===== config.mk =====
export PLATFORM = sky130hd
export DESIGN_NAME = req_index_serializer
export DESIGN_NICKNAME = d
export VERILOG_FILES = /design/src/rtl/req_index_serializer_pkg.sv /design/src/rtl/req_index_serializer_enc.sv /design/src/rtl/req_index_serializer.sv
export SDC_FILE = /design/constraint.sdc
export NUM_CORES = 1
export LEC_CHECK = 0
export CAP_MARGIN = 5
export CORE_MARGIN = 10
export CORE_UTILIZATION = 30
export DETAILED_ROUTE_END_ITERATION = 10
export PLACE_DENSITY = 0.66
export SLEW_MARGIN = 20
export SYNTH_ARGS = -nofsm -noshare
export SYNTH_HDL_FRONTEND = slang
export SYNTH_HIERARCHICAL = 1
export SYNTH_SLANG_ARGS = --single-unit

===== constraint.sdc =====
create_clock -name clk -period 4.8 [get_ports clk]
set_input_delay 0.72 -clock clk [delete_from_list [all_inputs] [get_ports clk]]
set_output_delay 0.72 -clock clk [all_outputs]
set_load 0.03 [all_outputs]

===== src/rtl/req_index_serializer_pkg.sv =====
// Shared types and helpers for the request index serializer.
// Combinational only; no latency, no flow control.
// No backpressure; pure declarations.
package req_ser_pkg;

    typedef enum logic {ST_EMPTY, ST_FULL} ser_state_t;

    // Widest request vector the one-hot helper can produce.
    localparam int unsigned ONEHOT_MAX_W = 256;

    function automatic logic [ONEHOT_MAX_W-1:0] onehot_from_idx(
        input int unsigned idx,
        input int unsigned width
    );
        logic [ONEHOT_MAX_W-1:0] oh;
        oh = '0;
        if ((idx < width) && (idx < ONEHOT_MAX_W)) begin
            oh[idx[7:0]] = 1'b1;
        end
        return oh;
    endfunction

endpackage


===== src/rtl/req_index_serializer_enc.sv =====
// Priority encoder over a multi-hot vector: lowest or highest set bit wins.
// Combinational, zero latency.
// No backpressure; valid_out=0 when the input is all zero.
module mxn_encoder #(
    parameter int DATA_WIDTH    = 16,
    parameter int PRIORITY_TYPE = 0,
    localparam int IDX_W        = $clog2(DATA_WIDTH)
) (
    input  logic [DATA_WIDTH-1:0] data_in,
    output logic [IDX_W-1:0]      encoded_data_out,
    output logic                  valid_out
);

    always_comb begin
        encoded_data_out = '0;
        valid_out        = |data_in;
        // Scan toward the winning end so the last hit is the highest-priority bit.
        if (PRIORITY_TYPE == 0) begin
            for (int i = DATA_WIDTH - 1; i >= 0; i--) begin
                if (data_in[i]) begin
                    encoded_data_out = IDX_W'(i);
                end
            end
        end else begin
            for (int i = 0; i < DATA_WIDTH; i++) begin
                if (data_in[i]) begin
                    encoded_data_out = IDX_W'(i);
                end
            end
        end
    end

endmodule


===== src/rtl/req_index_serializer.sv =====
// Collects sticky request bits and issues them one index per handshake by fixed priority.
// Latency: strobe -> pending next cycle -> idx_valid the cycle after.
// Backpressure: idx_data held while idx_ready=0; new requests keep merging into pending.
module req_index_serializer
    import req_ser_pkg::*;
#(
    parameter int DATA_WIDTH    = 16,
    parameter int PRIORITY_TYPE = 0,
    localparam int IDX_W        = $clog2(DATA_WIDTH)
) (
    input  logic                  clk,
    input  logic                  rst_n,
    input  logic                  flush,
    input  logic [DATA_WIDTH-1:0] req_in,
    input  logic                  req_in_vld,
    output logic [IDX_W-1:0]      idx_data,
    output logic                  idx_valid,
    input  logic                  idx_ready,
    output logic [DATA_WIDTH-1:0] pending_out,
    output logic                  busy,
    output logic                  overflow
);

    ser_state_t            state_q, state_d;
    logic [IDX_W-1:0]      idx_q, idx_d;
    logic [DATA_WIDTH-1:0] pending_q, pending_d;
    logic                  ovf_q, ovf_d;

    logic [IDX_W-1:0]        enc_idx;
    logic                    enc_vld;
    logic                    accept;
    logic                    load;
    logic [ONEHOT_MAX_W-1:0] oh_full;
    logic [DATA_WIDTH-1:0]   served_mask;
    logic [DATA_WIDTH-1:0]   set_mask;
    logic                    unused_oh;

    mxn_encoder #(
        .DATA_WIDTH    (DATA_WIDTH),
        .PRIORITY_TYPE (PRIORITY_TYPE)
    ) u_enc (
        .data_in          (pending_q),
        .encoded_data_out (enc_idx),
        .valid_out        (enc_vld)
    );

    assign idx_valid = (state_q == ST_FULL);
    assign accept    = idx_valid & idx_ready;
    assign load      = ((state_q == ST_EMPTY) | accept) & enc_vld;

    assign oh_full     = onehot_from_idx(32'(enc_idx), DATA_WIDTH);
    assign unused_oh   = |oh_full[ONEHOT_MAX_W-1:DATA_WIDTH];
    assign served_mask = load ? oh_full[DATA_WIDTH-1:0] : '0;
    assign set_mask    = req_in_vld ? req_in : '0;

    // Set wins over serve, so a re-request of the bit being loaded stays pending.
    always_comb begin
        pending_d = (pending_q & ~served_mask) | set_mask;
        ovf_d     = req_in_vld & (|(req_in & pending_q & ~served_mask));
        if (flush) begin
            pending_d = '0;
            ovf_d     = 1'b0;
        end
    end

    always_comb begin
        state_d = state_q;
        idx_d   = idx_q;
        if (flush) begin
            state_d = ST_EMPTY;
            idx_d   = '0;
        end else if (load) begin
            state_d = ST_FULL;
            idx_d   = enc_idx;
        end else if (accept) begin
            state_d = ST_EMPTY;
        end
    end

    always_ff @(posedge clk or negedge rst_n) begin
        if (!rst_n) begin
            state_q   <= ST_EMPTY;
            idx_q     <= '0;
            pending_q <= '0;
            ovf_q     <= 1'b0;
        end else begin
            state_q   <= state_d;
            idx_q     <= idx_d;
            pending_q <= pending_d;
            ovf_q     <= ovf_d;
        end
    end

    assign idx_data    = idx_q;
    assign pending_out = pending_q;
    assign overflow    = ovf_q;
    assign busy        = (|pending_q) | idx_valid;

endmodule


==> Yosys cells after proc, flatten, opt, wreduce, memory -nomap -nowiden <==
Cells that the tools add are included.
{ "word_totals": {"register_bits": 22, "word_cells": 49} }
{ "op_classes": {"n_lt_le_gt_ge": 2, "mux": 27, "bitwise_logic": 11, "reduce_logical": 5} }
{ "ops": {"columns": ["cell", "n"], "rows": [
  ["$mux W4", 18],
  ["$and A16 B16 Y16", 3],
  ["$mux W16", 3],
  ["$reduce_or A16 Y1", 2],
  ["$not A16 Y16", 1],
  ["$or A16 B16 Y16", 1],
  ["$lt A4 B9 Y1 const B", 1],
  ["$mux W1", 5],
  ["$demux W1 S4", 1],
  ["$ge A4 B1 Y1 const B", 1],
  ["$and A1 B1 Y1", 3],
  ["$reduce_bool A3 Y1", 1],
  ["$or A1 B1 Y1", 2],
  ["$reduce_bool A2 Y1", 1],
  ["$logic_and A1 B1 Y1", 1],
  ["$not A1 Y1", 1]
]} }

==> Depth between registers and ports, before layout <==
{ "logic_depth": {"depth_word": 26, "mapped_depth": 11, "ltp_nobuf": 10} }

==> Modules after synthesis <==
The synthesis kept the hierarchy.
{ "by_module_without_submodules": {"columns": ["mod", "n_inst", "cells_per_inst", "area_per_inst_um2"], "rows": [
  ["req_index_serializer", 1, 151, 1268.7],
  ["mxn_encoder", 1, 34, 176.4]
]} }

==> Worst setup path before layout <==
Ideal clock, no wire load.
{ "synth_timing": {"path_kind": "flip-flop to flip-flop", "startpoint": "reg pending_q[15] (netlist: pending_out[15])", "endpoint": "reg ovf_q (netlist: overflow)", "setup_time_ns": 0.135, "arrival_time_ns": 2.206, "setup_slack_ns": 2.459, "stages_incl_launch_ff": 10, "period_less_slack_ns": 2.341, "path_cell_list": "dfrtp_1 a21oi_1 o311a_1 o22ai_1 nand2_1 a21o_1 o211ai_1 o221ai_1 nor3_1 a311oi_1"} }
{ "synth_between": {"elab_chain_len": 26, "word_cells_on_any_way": 30, "classes_between": "order compare: 2; mux: 20; bitwise: 5; reduce/logical: 3"} }
{ "synth_rtl": {"columns": ["item", "line", "source"], "rows": [
  ["from (decl)", "req_index_serializer.sv:26", "logic [DATA_WIDTH-1:0] pending_q, pending_d;"],
  ["from (signal assigned)", "req_index_serializer.sv:89", "pending_q <= pending_d;"],
  ["$mux W4 (*) (16 in a row)", "req_index_serializer_enc.sv:20", "if (data_in[i]) begin"],
  ["named net enc_idx[0]", "req_index_serializer.sv:29", "logic [IDX_W-1:0] enc_idx;"],
  ["$lt A4 B9 Y1 (not written as such) / $ge A4 B1 Y1 (equally long branches)", "req_index_serializer_pkg.sv:18", "oh[idx[7:0]] = 1'b1;"],
  ["$logic_and A1 B1 Y1 (not written as such)", "req_index_serializer_pkg.sv:18", null],
  ["$mux W1 (not written as such)", "req_index_serializer_pkg.sv:18", null],
  ["$demux W1 S4 (*)", "req_index_serializer_pkg.sv:18", null],
  ["$mux W16 (*)", "req_index_serializer.sv:53", "assign served_mask = load ? oh_full[DATA_WIDTH-1:0] : '0;"],
  ["$not A16 Y16 (*)", "req_index_serializer.sv:59", "ovf_d = req_in_vld & (|(req_in & pending_q & ~served_mask));"],
  ["$and A16 B16 Y16 (*)", "req_index_serializer.sv:59", null],
  ["$reduce_or A16 Y1 (*)", "req_index_serializer.sv:59", null],
  ["$and A1 B1 Y1 (*)", "req_index_serializer.sv:59", null],
  ["$mux W1 (*)", "req_index_serializer.sv:60", "if (flush) begin"],
  ["named net ovf_d", "req_index_serializer.sv:27", "logic ovf_q, ovf_d;"],
  ["to (signal assigned)", "req_index_serializer.sv:90", "ovf_q <= ovf_d;"],
  ["to (decl)", "req_index_serializer.sv:27", null]
]} }
Mark *: on every way through the listed nets, which the timed path passes. The rest lies on a longest branch.
A chain may end at the register's enable or synchronous reset.

==> Worst setup path after layout <==
{ "layout_timing": {"startpoint": "reg pending_q[14] (netlist: pending_out[14])", "endpoint": "out busy"} }
{ "layout_between": {"elab_chain_len": 2} }
{ "layout_rtl": {"columns": ["item", "line", "source"], "rows": [
  ["$reduce_or A16 Y1", "req_index_serializer.sv:97", "assign busy = (|pending_q) | idx_valid;"],
  ["$or A1 B1 Y1", "req_index_serializer.sv:97", null],
  ["to (decl)", "req_index_serializer.sv:20", "output logic busy,"]
]} }
No other way between the ends.

==> flow_metrics.py <==
metrics = {
    "route": {
        "wl_per_cell_um": 16.6,
        "antenna_left": 0,
        "wl_met1_um": 2000,
        "via_per_inst": 5.48,
        "drtPass1Iterations": 4,
        "dr_wl_met2_um": 2170,
        "highest_layer": "met4",
        "drc_errors": 0,
        "vias": 1528,
        "route.met3.wl_um": 455,
        "drt-total-wl_um": 4640,
        "initialDrtViolationCount": 162,
    },
    "setup_path": {
        "reg2reg_slack_ns": 2.03,
        "path_max_fanout": 7,
        "path_class": "register to output pin",
        "required_ns": 4.08,
        "crit_path_end_kind": "output pin",
        "max_stage_delay_ns": 0.61,
        "crit_slowest_cell": "clkdlybuf4s50_1",
        "r2r_start": "pending_out[15]",
        "critPathArrivalTime_ns": 2.26,
        "startpoint": "pending_out[14]",
        "startpoint_type": "register",
        "crit_chain": "nor4_1 -> nand4_1 -> or4_1 -> clkdlybuf4s50_1",
    },
    "floorplan": {
        "pin_count": 44,
        "die-area_um2": 7990,
        "core_area_um2": 4690,
        "die_w_um": 89.4,
        "initial_core_util_pct": 30.8,
        "die_h_um": 89.4,
        "rows": 25,
    },
    "cells_and_area": {
        "final_cell_mix": "42 x clkdlybuf4s50_1, 34 x nand2_1, 23 x a21oi_1",
        "antenna-diode-count": 0,
        "instances_no_fill": 279,
        "multiInputGateArea_um2": 831,
        "syn_to_final_growth_pct": 35.9,
        "register_area_um2": 551,
        "fillCellCount": 493,
        "layout_commonest_cell": "clkdlybuf4s50_1",
        "nets": 247,
        "drive_gt1_share_pct": 6.22,
    },
    "cts": {
        "holdBufCountCts": 0,
        "cts_setup_buffers": 0,
        "cts_tree": "done",
        "clock_latency_ns": 0.27,
        "cts_resized": 0,
        "clock_path_buffers": 2,
        "cts.reportedPaths.clkPinSlew_ns": 0.09,
        "cts.htree.levels": 1,
        "cts_buffers": 3,
        "cts-root-buf": "clkbuf_8",
        "clkSinkCount": 22,
    },
    "global_route": {
        "grt.total_usage_pct": 11.9,
        "grt_pass1_wl_um": 7610,
        "antenna_found_initial": 0,
        "grt_pass1_vias": 1520,
        "grt_max_degree": 23,
        "grt-ovfl-total": 0,
    },
    "timing": {
        "min_period_ns": 2.98,
        "holdWs_ns": 0.409,
        "slew_viol_final": 0,
        "fin_skew_ns": 0.00453,
        "max_freq_ghz": 0.336,
        "tns_ns": 0,
        "final.period_utilization_pct": 62.1,
        "worstMarginPinSlew_ns": 0.857,
        "rsz0062_at_grt": "false",
        "relSlewSlack_pct": 42.6,
        "setup_ws_ns": 1.82,
        "finalHoldViolCount": 0,
        "finalSetupViolCount": 0,
    },
    "synthesis": {
        "avgSynthCellArea_um2": 7.81,
        "ys.flop_type": "dfrtp_1",
        "yosysSeqAreaShare_pct": 38.1,
        "yosys.area.top_type": "dfrtp_1",
        "async_flop_share_pct": 100,
        "synth_top_family_by_area": "simple AND/OR/NAND/NOR gates",
        "synth_area_um2": 1450,
        "synthCells": 185,
        "synth_simple_gate_area_share_pct": 30.6,
        "yosys_warnings": 6,
        "synthMuxAreaShare_pct": 0,
        "synth-edff-count": 0,
        "synthTopCellsByArea": "dfrtp_1 38%, nand2_1 8.8%, a21oi_1 8.0%",
        "ys_types": 45,
        "ys_ff_latch": 22,
        "synth_compound_area_share_pct": 26.9,
        "synth_top_area_share_pct": 38.1,
        "syn_nets": 206,
        "synth_xor_xnor_area_share_pct": 0,
        "synthAdderAreaFrac_pct": 0,
    },
    "hold_path": {
        "hold_class": "input port to async pin",
    },
    "pwr": {
        "p_leak_nw": 0.770,
        "power_density_nw_per_um2": 315,
        "ir_drop_v": 0.000139,
    },
    "placement": {
        "place_congestion": 0.852,
        "hpwl_um": 3590,
        "port_buffers": 43,
        "placedCellCount": 275,
        "place_ws_ns": 2.06,
    },
    "job": {
        "maxCapViolations": 0,
    },
    "outcome": {
        "outcome": "finished, final reports clean",
    },
}
==> per-layer routing <==
layer	vias to the layer above	GRT usage, %
met3	2	3.10
met4	0	2.17
li1	755	-
met2	48	19.1
met5	-	0
met1	723	15.7
==> cells in the mapped netlist, types with 2 or more instances <==
cell      number
a211oi_1       2
a21oi_1       23
a22oi_1        4
a31oi_1        2
buf_6          2
clkbuf_1       4
dfrtp_1       22
inv_1          5
nand2_1       34
nand2b_1       2
nand3_1        8
nor2_1        17
nor2b_1        2
nor3_1         2
nor4_1         4
o211ai_1       3
o21ai_0       17
o22ai_1        3
o311a_1        2
or3_1          2
==> final cells by class <==
type	count	share of cell area (%)
clock buffer	3	2.10
clock inverter	1	1.53
inverter	5	0.955
multi-input combinational	151	42.3
sequential	22	28.0
tap	54	3.44
timing repair buffer	43	21.7
==> through the flow <==
stage | power, mW | util, % | cell area [um^2]
after floorplan | 0.361 | - | 1450
after global placement | 0.441 | 40.5 | 1900
after detailed placement | 0.443 | 40.5 | 1900
after CTS | 0.624 | 42.0 | 1970
after global routing | 0.652 | 41.9 | 1960
final | 0.618 | 41.9 | 1960
==> state kept, by name, summed over array words and instances (netlist names) <==
name,count
idx_data,4
overflow,1
idx_valid,1
pending_out,16
==> worst max-delay path, delay by kind of cell, from the launching register on <==
family | cells | cell delay, ns
buffers and inverters | 1 | 0.61
DFF | 1 | 0.45
and+or+nand+nor | 3 | 0.94
==> worst paths after layout <==
kind | end | depth (start not counted)
setup / recovery | busy | 4
hold / removal | pending_out[7] | 1
setup reg to reg | overflow | 10
hold reg to reg | idx_data[1] | 2
max in group asynchronous | pending_out[12] | 1
min in group clk | idx_data[1] | 2
==> cells by family after synthesis <==
logic type / after synthesis
buffers and inverters: 12
and+or+nand+nor: 86
AOI/OAI and AO/OA: 65
DFF: 22
==> where the power goes <==
| group | internal (mW) | switching, mW |
|---|---|---|
| combinational | 0.0884 | 0.129 |
| clock | 0.111 | 0.0675 |
| sequential | 0.200 | 0.0222 |
(Power assumes the default switching activity.)
